### src/rtl/id_ex_stage.sv
// ID/EX pipeline register with MEM/WB operand forwarding and load-use hazard detection.
// Drives the execute-stage ALU operands and control signals.
module id_ex_stage #(
    parameter int XLEN   = 32,
    parameter int RA_W   = 5,
    parameter int CTRL_W = 3
) (
    input  logic              clk,
    input  logic              rst_n,
    input  logic              StallE,
    input  logic              FlushE,
    input  logic              ValidD,
    input  logic [XLEN-1:0]   RD1D,
    input  logic [XLEN-1:0]   RD2D,
    input  logic [XLEN-1:0]   ImmExtD,
    input  logic [XLEN-1:0]   PCD,
    input  logic [RA_W-1:0]   Rs1D,
    input  logic [RA_W-1:0]   Rs2D,
    input  logic [RA_W-1:0]   RdD,
    input  logic [CTRL_W-1:0] ALUctrlD,
    input  logic              ALUSrcD,
    input  logic              RegWriteD,
    input  logic              MemWriteD,
    input  logic              BranchD,
    input  logic              JumpD,
    input  logic [1:0]        ResultSrcD,
    input  logic [XLEN-1:0]   ALUResultM,
    input  logic [RA_W-1:0]   RdM,
    input  logic              RegWriteM,
    input  logic [XLEN-1:0]   ResultW,
    input  logic [RA_W-1:0]   RdW,
    input  logic              RegWriteW,
    output logic [XLEN-1:0]   ALUop1E,
    output logic [XLEN-1:0]   ALUop2E,
    output logic [CTRL_W-1:0] ALUctrlE,
    output logic [XLEN-1:0]   WriteDataE,
    output logic [XLEN-1:0]   PCE,
    output logic [XLEN-1:0]   ImmExtE,
    output logic [RA_W-1:0]   RdE,
    output logic [RA_W-1:0]   Rs1E,
    output logic [RA_W-1:0]   Rs2E,
    output logic              RegWriteE,
    output logic              MemWriteE,
    output logic              BranchE,
    output logic              JumpE,
    output logic              ValidE,
    output logic [1:0]        ResultSrcE,
    output logic [1:0]        ForwardAE,
    output logic [1:0]        ForwardBE,
    output logic              LoadUseHazard
);

    localparam logic [1:0] FWD_REG = 2'b00;
    localparam logic [1:0] FWD_WB  = 2'b01;
    localparam logic [1:0] FWD_MEM = 2'b10;
    localparam logic [1:0] SRC_LOAD = 2'b01;

    logic [XLEN-1:0] RD1E;
    logic [XLEN-1:0] RD2E;
    logic            ALUSrcE;
    logic [XLEN-1:0] fwd_a;
    logic [XLEN-1:0] fwd_b;

    // Flush has priority over stall so a squashed slot never survives a hold.
    always_ff @(posedge clk or negedge rst_n) begin
        if (!rst_n) begin
            RD1E       <= '0;
            RD2E       <= '0;
            ImmExtE    <= '0;
            PCE        <= '0;
            Rs1E       <= '0;
            Rs2E       <= '0;
            RdE        <= '0;
            ALUctrlE   <= '0;
            ALUSrcE    <= 1'b0;
            RegWriteE  <= 1'b0;
            MemWriteE  <= 1'b0;
            BranchE    <= 1'b0;
            JumpE      <= 1'b0;
            ResultSrcE <= '0;
            ValidE     <= 1'b0;
        end else if (FlushE) begin
            RD1E       <= '0;
            RD2E       <= '0;
            ImmExtE    <= '0;
            PCE        <= '0;
            Rs1E       <= '0;
            Rs2E       <= '0;
            RdE        <= '0;
            ALUctrlE   <= '0;
            ALUSrcE    <= 1'b0;
            RegWriteE  <= 1'b0;
            MemWriteE  <= 1'b0;
            BranchE    <= 1'b0;
            JumpE      <= 1'b0;
            ResultSrcE <= '0;
            ValidE     <= 1'b0;
        end else if (!StallE) begin
            RD1E       <= RD1D;
            RD2E       <= RD2D;
            ImmExtE    <= ImmExtD;
            PCE        <= PCD;
            Rs1E       <= Rs1D;
            Rs2E       <= Rs2D;
            RdE        <= RdD;
            ALUctrlE   <= ALUctrlD;
            ALUSrcE    <= ALUSrcD;
            RegWriteE  <= RegWriteD;
            MemWriteE  <= MemWriteD;
            BranchE    <= BranchD;
            JumpE      <= JumpD;
            ResultSrcE <= ResultSrcD;
            ValidE     <= ValidD;
        end
    end

    // MEM is the younger producer, so it wins over WB; x0 never forwards.
    always_comb begin
        ForwardAE = FWD_REG;
        fwd_a     = RD1E;
        if (RegWriteM && (RdM != '0) && (RdM == Rs1E)) begin
            ForwardAE = FWD_MEM;
            fwd_a     = ALUResultM;
        end else if (RegWriteW && (RdW != '0) && (RdW == Rs1E)) begin
            ForwardAE = FWD_WB;
            fwd_a     = ResultW;
        end
    end

    always_comb begin
        ForwardBE = FWD_REG;
        fwd_b     = RD2E;
        if (RegWriteM && (RdM != '0) && (RdM == Rs2E)) begin
            ForwardBE = FWD_MEM;
            fwd_b     = ALUResultM;
        end else if (RegWriteW && (RdW != '0) && (RdW == Rs2E)) begin
            ForwardBE = FWD_WB;
            fwd_b     = ResultW;
        end
    end

    assign ALUop1E    = fwd_a;
    assign ALUop2E    = ALUSrcE ? ImmExtE : fwd_b;
    assign WriteDataE = fwd_b;

    assign LoadUseHazard = ValidE && (ResultSrcE == SRC_LOAD) && (RdE != '0) &&
                           ((RdE == Rs1D) || (RdE == Rs2D));

endmodule

### config.mk
export PLATFORM = sky130hd
export DESIGN_NAME = id_ex_stage
export DESIGN_NICKNAME = d
export VERILOG_FILES = /design/src/rtl/id_ex_stage.sv
export SDC_FILE = /design/constraint.sdc
export NUM_CORES = 1
export LEC_CHECK = 0
export BUFFER_PORTS_ARGS = -buffer_cell sky130_fd_sc_hd__buf_2
export CAP_MARGIN = 5
export CORE_AREA = 2 2 164 166
export CTS_CLUSTER_SIZE = 10
export DETAILED_ROUTE_END_ITERATION = 6
export DIE_AREA = 0 0 166 168
export SLEW_MARGIN = 20
export SYNTH_ARGS = -nofsm -noshare
export SYNTH_HDL_FRONTEND = slang
export SYNTH_SLANG_ARGS = --single-unit
### constraint.sdc
create_clock -name clk -period 7.81 [get_ports clk]
set_input_delay 2.343 -clock clk [delete_from_list [all_inputs] [get_ports clk]]
set_output_delay 2.343 -clock clk [all_outputs]
set_load 0.02 [all_outputs]
==> results.toml, run 1 <==
[power_and_ir_drop]
peakVddDrop_v = 0.000128
leakagePower_uw = 0.00627
p_per_area_nw_per_um2 = 192

[logic_synthesis]
synth.top_cell.area_share_pct = 45.2
synth_top_cells_by_area = "dfrtp_1 45%, mux2i_1 24%, nor2_1 9.1%"
syn-num-nets = 1109
yosysUniqueCellTypes = 32
syn-instance-count = 875
syn_area_per_cell_um2 = 9.74
yosysTopAreaCell = "dfrtp_1"
yosysSeqAreaShare_pct = 45.2
ys_ff_latch = 154
synth_area_um2 = 8520
yosysWarnings = 0

[timing]
rsz0062_at_grt = "false"
hold_viol_final = 0
report.final.slew_viol_count = 0
fmax_ghz = 0.140
worst_pin_slew_ns = 1.13
min_period_ns = 7.13
finalSetupViolations = 0
period_share_pct = 91.4
clock_skew_ns = 0
maxSlewHeadroom_pct = 24.6
tns_ns = 0

[placement]
hpwl_um = 23100
portBuffers = 423
place_congestion = 0.986

[cts]
postCtsSetupRepairBufs = 0
clk_latency_ns = 0.42
htree_levels = 4
root_buffer = "clkbuf_16"
clock_sinks = 154
cts_tree = "built"
clk_pin_slew_ns = 0.07
clk_path_buf_depth = 2
postCtsHoldBufs = 0
numCtsBuffers = 17
post_cts_resized = 0

[critical_path]
crit_slowest_cell = "nand3_4"
cp_cell_sequence = "buf_2, or4_1, o21a_1, buf_4, nand3_4, a221oi_1, o31ai_1, buf_2"
crit_start = "RdW[1]"
crit_type = "primary input to primary output"
cp_slowest_stage_delay_ns = 0.52
crit_required_ns = 5.47
reg2reg_slack_ns = 6.74
arrival_ns = 4.79
r2r_start = "ALUSrcE$_DFFE_PN0P_"
cp-end-kind = "primary output"
crit_family = "simple AND/OR/NAND/NOR gates"
crit_buf_inv = 3
crit_fanout = 33
critPathLaunchType = "primary input"
crit_path_frequent_cell = "buf_2"
reg2reg_to = "ALUSrcE$_DFFE_PN0P_"
reg2regPathDepth = 2

[floorplanning]
die_x_um = 166
placementRows = 60
initial_core_util_pct = 32.3
die_y_um = 168
die-area_um2 = 27900
core_area_um2 = 26400
ios = 424

[grt]
first_global_vias = 8262
grt_use_total_pct = 22.7
grt_overflow = 0
antenna_found_initial = 3
grt_max_degree = 92
grt_pass1_wl_um = 48900

[layout]
fin_util_pct = 43.4
drive_above_1_share_pct = 38.1
area_growth_pct = 34.4
finish.net_count = 1495

[min_path]
min_from = "RD1E[13]$_DFFE_PN0P_"
hold_class = "register to register"
holdPathStages = 2
min_to = "RD1E[13]$_DFFE_PN0P_"

[detailed_routing]
via_count = 8132
via_per_inst = 5.03
drt_iter0_markers = 528
wirelength_um = 32000
ant_nets = 0
wl_per_cell_um = 19.8
dr.pass1.iters = 5
route.detailed.drc = 0

[status]
outcome = "completed"

[flow_run]
cap_viol_max_count = 0
[layout by cell type, fill, tap and decap left out, types with 2 or more instances in the layout]
| cell type | instances |
|---|---|
| nor2_1 | 205 |
| dfrtp_1 | 153 |
| clkinv_2 | 2 |
| inv_8 | 4 |
| nor2_2 | 2 |
| or4_1 | 2 |
| o31ai_1 | 17 |
| o21ai_0 | 32 |
| clkbuf_16 | 17 |
| nor3_1 | 19 |
| mux2i_1 | 201 |
| xor2_1 | 15 |
| clkinvlp_4 | 2 |
| a221oi_1 | 23 |
| buf_4 | 13 |
| a21oi_1 | 15 |
| nand2_1 | 51 |
| inv_1 | 15 |
| inv_6 | 6 |
| xnor2_1 | 15 |
| nand3_1 | 3 |
| buf_2 | 420 |
| a221oi_2 | 9 |
| and3_1 | 17 |
| diode_2 | 2 |
[routing by layer]
| metal | global-route usage (%) | wire, µm | up-vias |
|---|---|---|---|
| met2 | 37.7 | 14900 | 388 |
| met4 | 7.98 | 902 | 4 |
| met1 | 28.3 | 13500 | 3891 |
| li1 | - | - | 3806 |
| met3 | 6.51 | 2580 | 43 |
| met5 | 0 | 29 | - |
[state kept, by name (all words and copies together) (netlist names)]
name / flops
ResultSrcE: 2
BranchE: 1
RdE: 5
ALUctrlE: 3
ALUSrcE: 1
MemWriteE: 1
Rs1E: 5
RD2E: 32
PCE: 32
ImmExtE: 32
ValidE: 1
JumpE: 1
Rs2E: 5
RegWriteE: 1
RD1E: 32
[cells in the mapped netlist, drive strengths merged]
library cell    n
nand2          51
dfrtp         154
o21a            1
and3           17
nor3           20
and4            1
or3             1
clkbuf         45
nor2b           1
nor4            1
mux2i         201
a221oi         32
o21ai          33
a21oi          15
nor2          207
buf            24
or4             2
xor2           15
xnor2          15
inv            16
o31ai          17
nand3           4
a31oi           1
a2111oi         1
[cell families after synthesis]
kind of cell,after synthesis,share of synthesized area (%)
and+or+nand+nor,305,14.7
muxes,201,23.6
DFF,154,45.2
AOI/OAI and AO/OA,100,8.53
buffers and inverters,85,4.80
xor gates and xnor gates,30,3.08
[metrics by stage]
step	hold WS [ns]	area, µm²	cells	setup slack (ns)	total power (µW)
2_1_floorplan	0.489	8520	875	1.29	1150
3_5_place_dp	0.508	10900	1583	0.696	1370
5_1_grt	0.552	11400	1616	0.640	2300
6_report	0.519	11400	1617	0.675	2190
3_3_place_gp	0.499	10900	1583	0.721	1360
4_1_cts	0.529	11400	1615	0.700	2230
[final cells by class]
type	count	area (µm²)
multi-input cells	636	4280
well taps	341	427
clock buffers	17	425
inverters	16	60.1
fillers	2639	14900
clock inverters	15	153
diodes	2	5.00
flip-flops and latches	154	3850
repair buffers	436	2240
[power breakdown]
| group | total [µW] | switching [µW] | leakage (µW) | internal [µW] |
|---|---|---|---|---|
| sequential | 881 | 39.0 | 0.00204 | 842 |
| clock | 843 | 389 | 0.000283 | 454 |
| combinational | 469 | 288 | 0.00395 | 181 |
[worst max path at each step]
stage                  end  slack, ns  depth (start not counted)
2_1_floorplan  ALUop1E[10]       1.29                          8
3_3_place_gp   ALUop2E[13]       0.72                          8
3_5_place_dp   ALUop2E[13]       0.70                          8
4_1_cts        ALUop2E[13]       0.70                          8
5_1_grt        ALUop2E[13]       0.64                          8
6_report       ALUop2E[13]       0.68                          8
[worst min-delay path: cells and delay by family (launching register included)]
kind          cells  cell delay [ns]
mux               1             0.07
flops             1             0.34
simple gates      1             0.08
Power figures use the tool's default switching activity.
==> run 2, diff against run 1 <==
- CORE_AREA: 2 2 164 166 -> 2 2 166 168
- DIE_AREA: 0 0 166 168 -> 0 0 168 170
==> run 2 against run 1 <==
Worst setup slack better by 0.17 ns. Cell area is 0.16% higher. Cell count is 0.12% lower. Critical endpoint is now ALUop2E[1]. Largest cell class unchanged.
==> results.toml, run 2 (synthesis gave the netlist of run 1 again) <==
[status]
outcome = "completed"

[grt]
busiest_layer = "met2"
use_met2_pct = 36.4
first_global_vias = 8114
antenna_found_initial = 5
grt_max_degree = 91
use_met1_pct = 29.1
grt_overflow = 0
grt_use_total_pct = 22.2
grt_pass1_wl_um = 48500
grtUsageMet3_pct = 5.35

[timing]
rsz0062_at_grt = "false"
finalSetupViolations = 0
period_share_pct = 89.1
fmax_ghz = 0.144
maxSlewHeadroom_pct = 30.3
fin_ws_ns = 0.850
tns_ns = 0
clock_skew_ns = 0
report.final.slew_viol_count = 0
hold_viol_final = 0
min_period_ns = 6.96
worst_pin_slew_ns = 1.04

[critical_path]
cp-end-kind = "primary output"
crit_required_ns = 5.47
crit_path_frequent_cell = "buf_2"
arrival_ns = 4.62
critPathLaunchType = "primary input"
cp_cell_sequence = "buf_2, or4_1, o21ai_1, or3_2, inv_2, nor2_2, a221oi_1, buf_2"
crit_fanout = 15
crit_type = "primary input to primary output"
crit_slowest_cell = "nor2_2"
cp_slowest_stage_delay_ns = 0.77

[placement]
dp.cells = 1583
hpwl_um = 23200
dp_slack_ns = 0.856
placedInstanceArea_um2 = 10900
portBuffers = 423
place_congestion = 0.884

[cts]
clk_pin_slew_ns = 0.07
postCtsHoldBufs = 0
post_cts_resized = 0
clk_path_buf_depth = 2
numCtsBuffers = 17
clk_latency_ns = 0.41
cts_tree = "built"
root_buffer = "clkbuf_16"
htree_levels = 4
postCtsSetupRepairBufs = 0
clock_sinks = 154

[layout]
fin_area_um2 = 11500
fillerInstances = 2673
drive_above_1_share_pct = 38.1
layout_commonest_cell = "buf_2"
layout_common_cells = "420 x buf_2, 205 x nor2_1, 201 x mux2i_1"
fin_util_pct = 43.0
finish.net_count = 1495
area_growth_pct = 34.6
final_cells = 1615

[detailed_routing]
via_count = 8056
via_per_inst = 4.99
route.detailed.drc = 0
wirelength_um = 32000
dr.pass1.iters = 5
drt_iter0_markers = 449
wl_per_cell_um = 19.8
ant_nets = 0

[floorplanning]
die_y_um = 170
ios = 424
initial_core_util_pct = 32.0
core_area_um2 = 26700
placementRows = 60
die-area_um2 = 28600
die_x_um = 168

[power_and_ir_drop]
p_per_area_nw_per_um2 = 193
peakVddDrop_v = 0.000123
leakagePower_uw = 0.00628

[min_path]
hold_class = "register to register"

[flow_run]
cap_viol_max_count = 0
## run 2: cell count changes in the layout (fill, tap and decap cells not counted)
cell and delta:
and4_2 -1, diode_2 -1, and4_4 +1, clkinv_2 -2, bufinv_16 +1
## run 2: path summary, 6_finish.rpt
kind                       cells past startpoint                start  slack [ns]              endpoint
hold reg to reg                                2  PCE[27]$_DFFE_PN0P_        0.52   PCE[27]$_DFFE_PN0P_
max in group asynchronous                      2                rst_n        4.32  RD1E[22]$_DFFE_PN0P_
min in group asynchronous                      1                rst_n        1.97  RD2E[20]$_DFFE_PN0P_
setup / recovery                               8               RdM[1]        0.85            ALUop2E[1]
hold / removal                                 2  PCE[27]$_DFFE_PN0P_        0.52   PCE[27]$_DFFE_PN0P_
setup reg to reg                               3  ALUSrcE$_DFFE_PN0P_        6.50   ALUSrcE$_DFFE_PN0P_
## run 2: area by class of cell
type | count | area, µm² | area share [%]
repair buffers | 436 | 2240 | 19.6
flip-flops and latches | 154 | 3850 | 33.6
clock buffers | 17 | 425 | 3.71
multi-input cells | 636 | 4280 | 37.3
clock inverters | 14 | 173 | 1.51
diodes | 1 | 2.50 | 0.0218
well taps | 341 | 427 | 3.72
inverters | 16 | 60.1 | 0.524
## run 2: per-stage QoR
stage,power [µW],hold WS (ns)
final,2210,0.521
after detailed placement,1370,0.506
after global routing,2320,0.540
after global placement,1360,0.500
after CTS,2250,0.524
after floorplan,1150,0.489
## run 2: routing by layer
metal | share of wire, % | vias up
met5 | 0.078 | -
met4 | 2.1 | 4
li1 | - | 3790
met2 | 47 | 352
met1 | 44 | 3871
met3 | 7.2 | 39
## run 2: critical path: cells and delay by family
kind            cells  cell delay (ns)
compound gates      2             0.39
buf+inv             3             0.39
simple gates        3             1.47
## run 2: report_power, final
group          leakage [µW]  internal, µW  switching (µW)
logic               0.00395           181             291
registers           0.00204           842            37.3
clock network      0.000289           485             376
total               0.00628          1510             704
==> run 3, diff against run 2 <==
- CELL_PAD_IN_SITES_DETAIL_PLACEMENT: unset -> 1
- CELL_PAD_IN_SITES_GLOBAL_PLACEMENT: unset -> 1
- CORE_AREA: 2 2 166 168 -> unset
- CORE_ASPECT_RATIO: unset -> 0.6
- CORE_UTILIZATION: unset -> 36
- DIE_AREA: 0 0 168 170 -> unset
- PLACE_DENSITY_LB_ADDON: unset -> 0.1
==> run 3 against run 2 <==
Cell area shrank 0.27%. Count of clock-buffer cells in the layout increased by 2. Clock skew did not move. Via count grew 1.4%. Die area is 15% lower. Combinational power hardly changed. Sequential share of layout area up 0.092 points. Clock power shrank 2%. Critical path type unchanged.
==> results.toml, run 3 (synthesis gave the netlist of run 1 again) <==
[status]
outcome = "completed"

[layout]
drive_above_1_share_pct = 38.1
seqCellArea_um2 = 3850
layout_commonest_cell = "buf_2"
layout_common_cells = "420 x buf_2, 205 x nor2_1, 201 x mux2i_1"
fillerInstances = 2806
area_growth_pct = 34.2
multi_input_area_um2 = 4280
finish.net_count = 1495

[detailed_routing]
via_count = 8169
wirelength_um = 33900
drt_iter0_markers = 447
wl_per_cell_um = 21.3
dr.pass1.iters = 5
route.detailed.drc = 0
via_per_inst = 5.12
ant_nets = 0

[flow_run]
cap_viol_max_count = 0

[critical_path]
crit_fanout = 62
reg2regPathDepth = 2
reg2reg_slack_ns = 6.82
crit_type = "primary input to primary output"
critPathLaunchType = "primary input"
reg2reg_to = "ALUSrcE$_DFFE_PN0P_"
crit_end = "ALUop2E[10]"
cp-end-kind = "primary output"
crit_required_ns = 5.47
r2r_start = "ALUSrcE$_DFFE_PN0P_"
arrival_ns = 4.78
crit_start = "RdM[1]"

[cts]
postCtsSetupRepairBufs = 0
numCtsBuffers = 17
clk_pin_slew_ns = 0.06
clk_latency_ns = 0.43
postCtsHoldBufs = 0
clk_path_buf_depth = 2
cts_tree = "built"
htree_levels = 4
root_buffer = "clkbuf_16"
clock_sinks = 154
post_cts_resized = 0

[grt]
grt_use_total_pct = 28.2
grt_max_degree = 91
grt_overflow = 0
antenna_found_initial = 10
first_global_vias = 8452
grt_pass1_wl_um = 51500

[floorplanning]
ios = 424
die_x_um = 201
core_area_um2 = 23100
initial_core_util_pct = 36.8
placementRows = 43
die-area_um2 = 24300
die_y_um = 121

[min_path]
hold_class = "register to register"

[power_and_ir_drop]
leakagePower_uw = 0.00626
peakVddDrop_v = 0.000146
p_per_area_nw_per_um2 = 192

[timing]
fin_ws_ns = 0.688
rsz0062_at_grt = "false"
fmax_ghz = 0.140
worst_pin_slew_ns = 0.987
clock_skew_ns = 0
finalSetupViolations = 0
maxSlewHeadroom_pct = 34.2
hold_viol_final = 0
tns_ns = 0
min_period_ns = 7.12
report.final.slew_viol_count = 0
period_share_pct = 91.2

[placement]
portBuffers = 423
hpwl_um = 24800
dp_slack_ns = 0.738
place_congestion = 0.880
[run 3: final cells by class]
type                            instances  share of cell area [%]
Clock inverter                         13                    1.25
Antenna cell                            7                   0.153
Multi-Input combinational cell        636                    37.4
Inverter                               16                   0.525
Tap cell                              315                    3.45
Clock buffer                           19                    3.87
Sequential cell                       154                    33.7
Timing Repair Buffer                  436                    19.6
[run 3: worst min path at each step]
stage	depth (start not counted)	startpoint	slack (ns)	end
floorplan	2	RD1E[0]$_DFFE_PN0P_	0.49	RD1E[0]$_DFFE_PN0P_
global placement	2	MemWriteE$_DFFE_PN0P_	0.50	MemWriteE$_DFFE_PN0P_
detailed placement	2	PCE[24]$_DFFE_PN0P_	0.51	PCE[24]$_DFFE_PN0P_
CTS	2	PCE[24]$_DFFE_PN0P_	0.52	PCE[24]$_DFFE_PN0P_
global route	2	JumpE$_DFFE_PN0P_	0.55	JumpE$_DFFE_PN0P_
finish	2	PCE[14]$_DFFE_PN0P_	0.51	PCE[14]$_DFFE_PN0P_
[run 3: layer usage]
layer / GRT usage (%) / vias to the layer above / part of all wire [%]
met2: 45.1 / 264 / 46
met5: 0 / - / 0.22
li1: - / 3811 / -
met1: 37.4 / 4044 / 45
met3: 8.00 / 40 / 6.5
met4: 7.78 / 10 / 1.4
[run 3: report_power, final]
| part | switching [µW] | total, µW | internal, µW |
|---|---|---|---|
| Clock | 362 | 844 | 481 |
| Sequential | 39.0 | 881 | 843 |
| Combinational | 293 | 475 | 182 |
[run 3: stage by stage]
step | cells | total power (µW) | hold WS [ns] | area, µm² | util [%]
after floorplan | 875 | 1150 | 0.489 | 8520 | -
after global placement | 1557 | 1360 | 0.501 | 10800 | 46.8
after detailed placement | 1557 | 1370 | 0.508 | 10800 | 46.8
after CTS | 1589 | 2220 | 0.523 | 11400 | 49.3
after global routing | 1591 | 2300 | 0.546 | 11400 | 49.4
final | 1596 | 2200 | 0.515 | 11400 | 49.4
[run 3: worst max-delay path, stage by stage]
cell and delay (ns):
buf_2 0.12, or4_1 0.54, o21ai_1 0.22, or3_2 0.18, buf_4 0.61, nor2_1 0.13, o31ai_1 0.37, buf_2 0.24
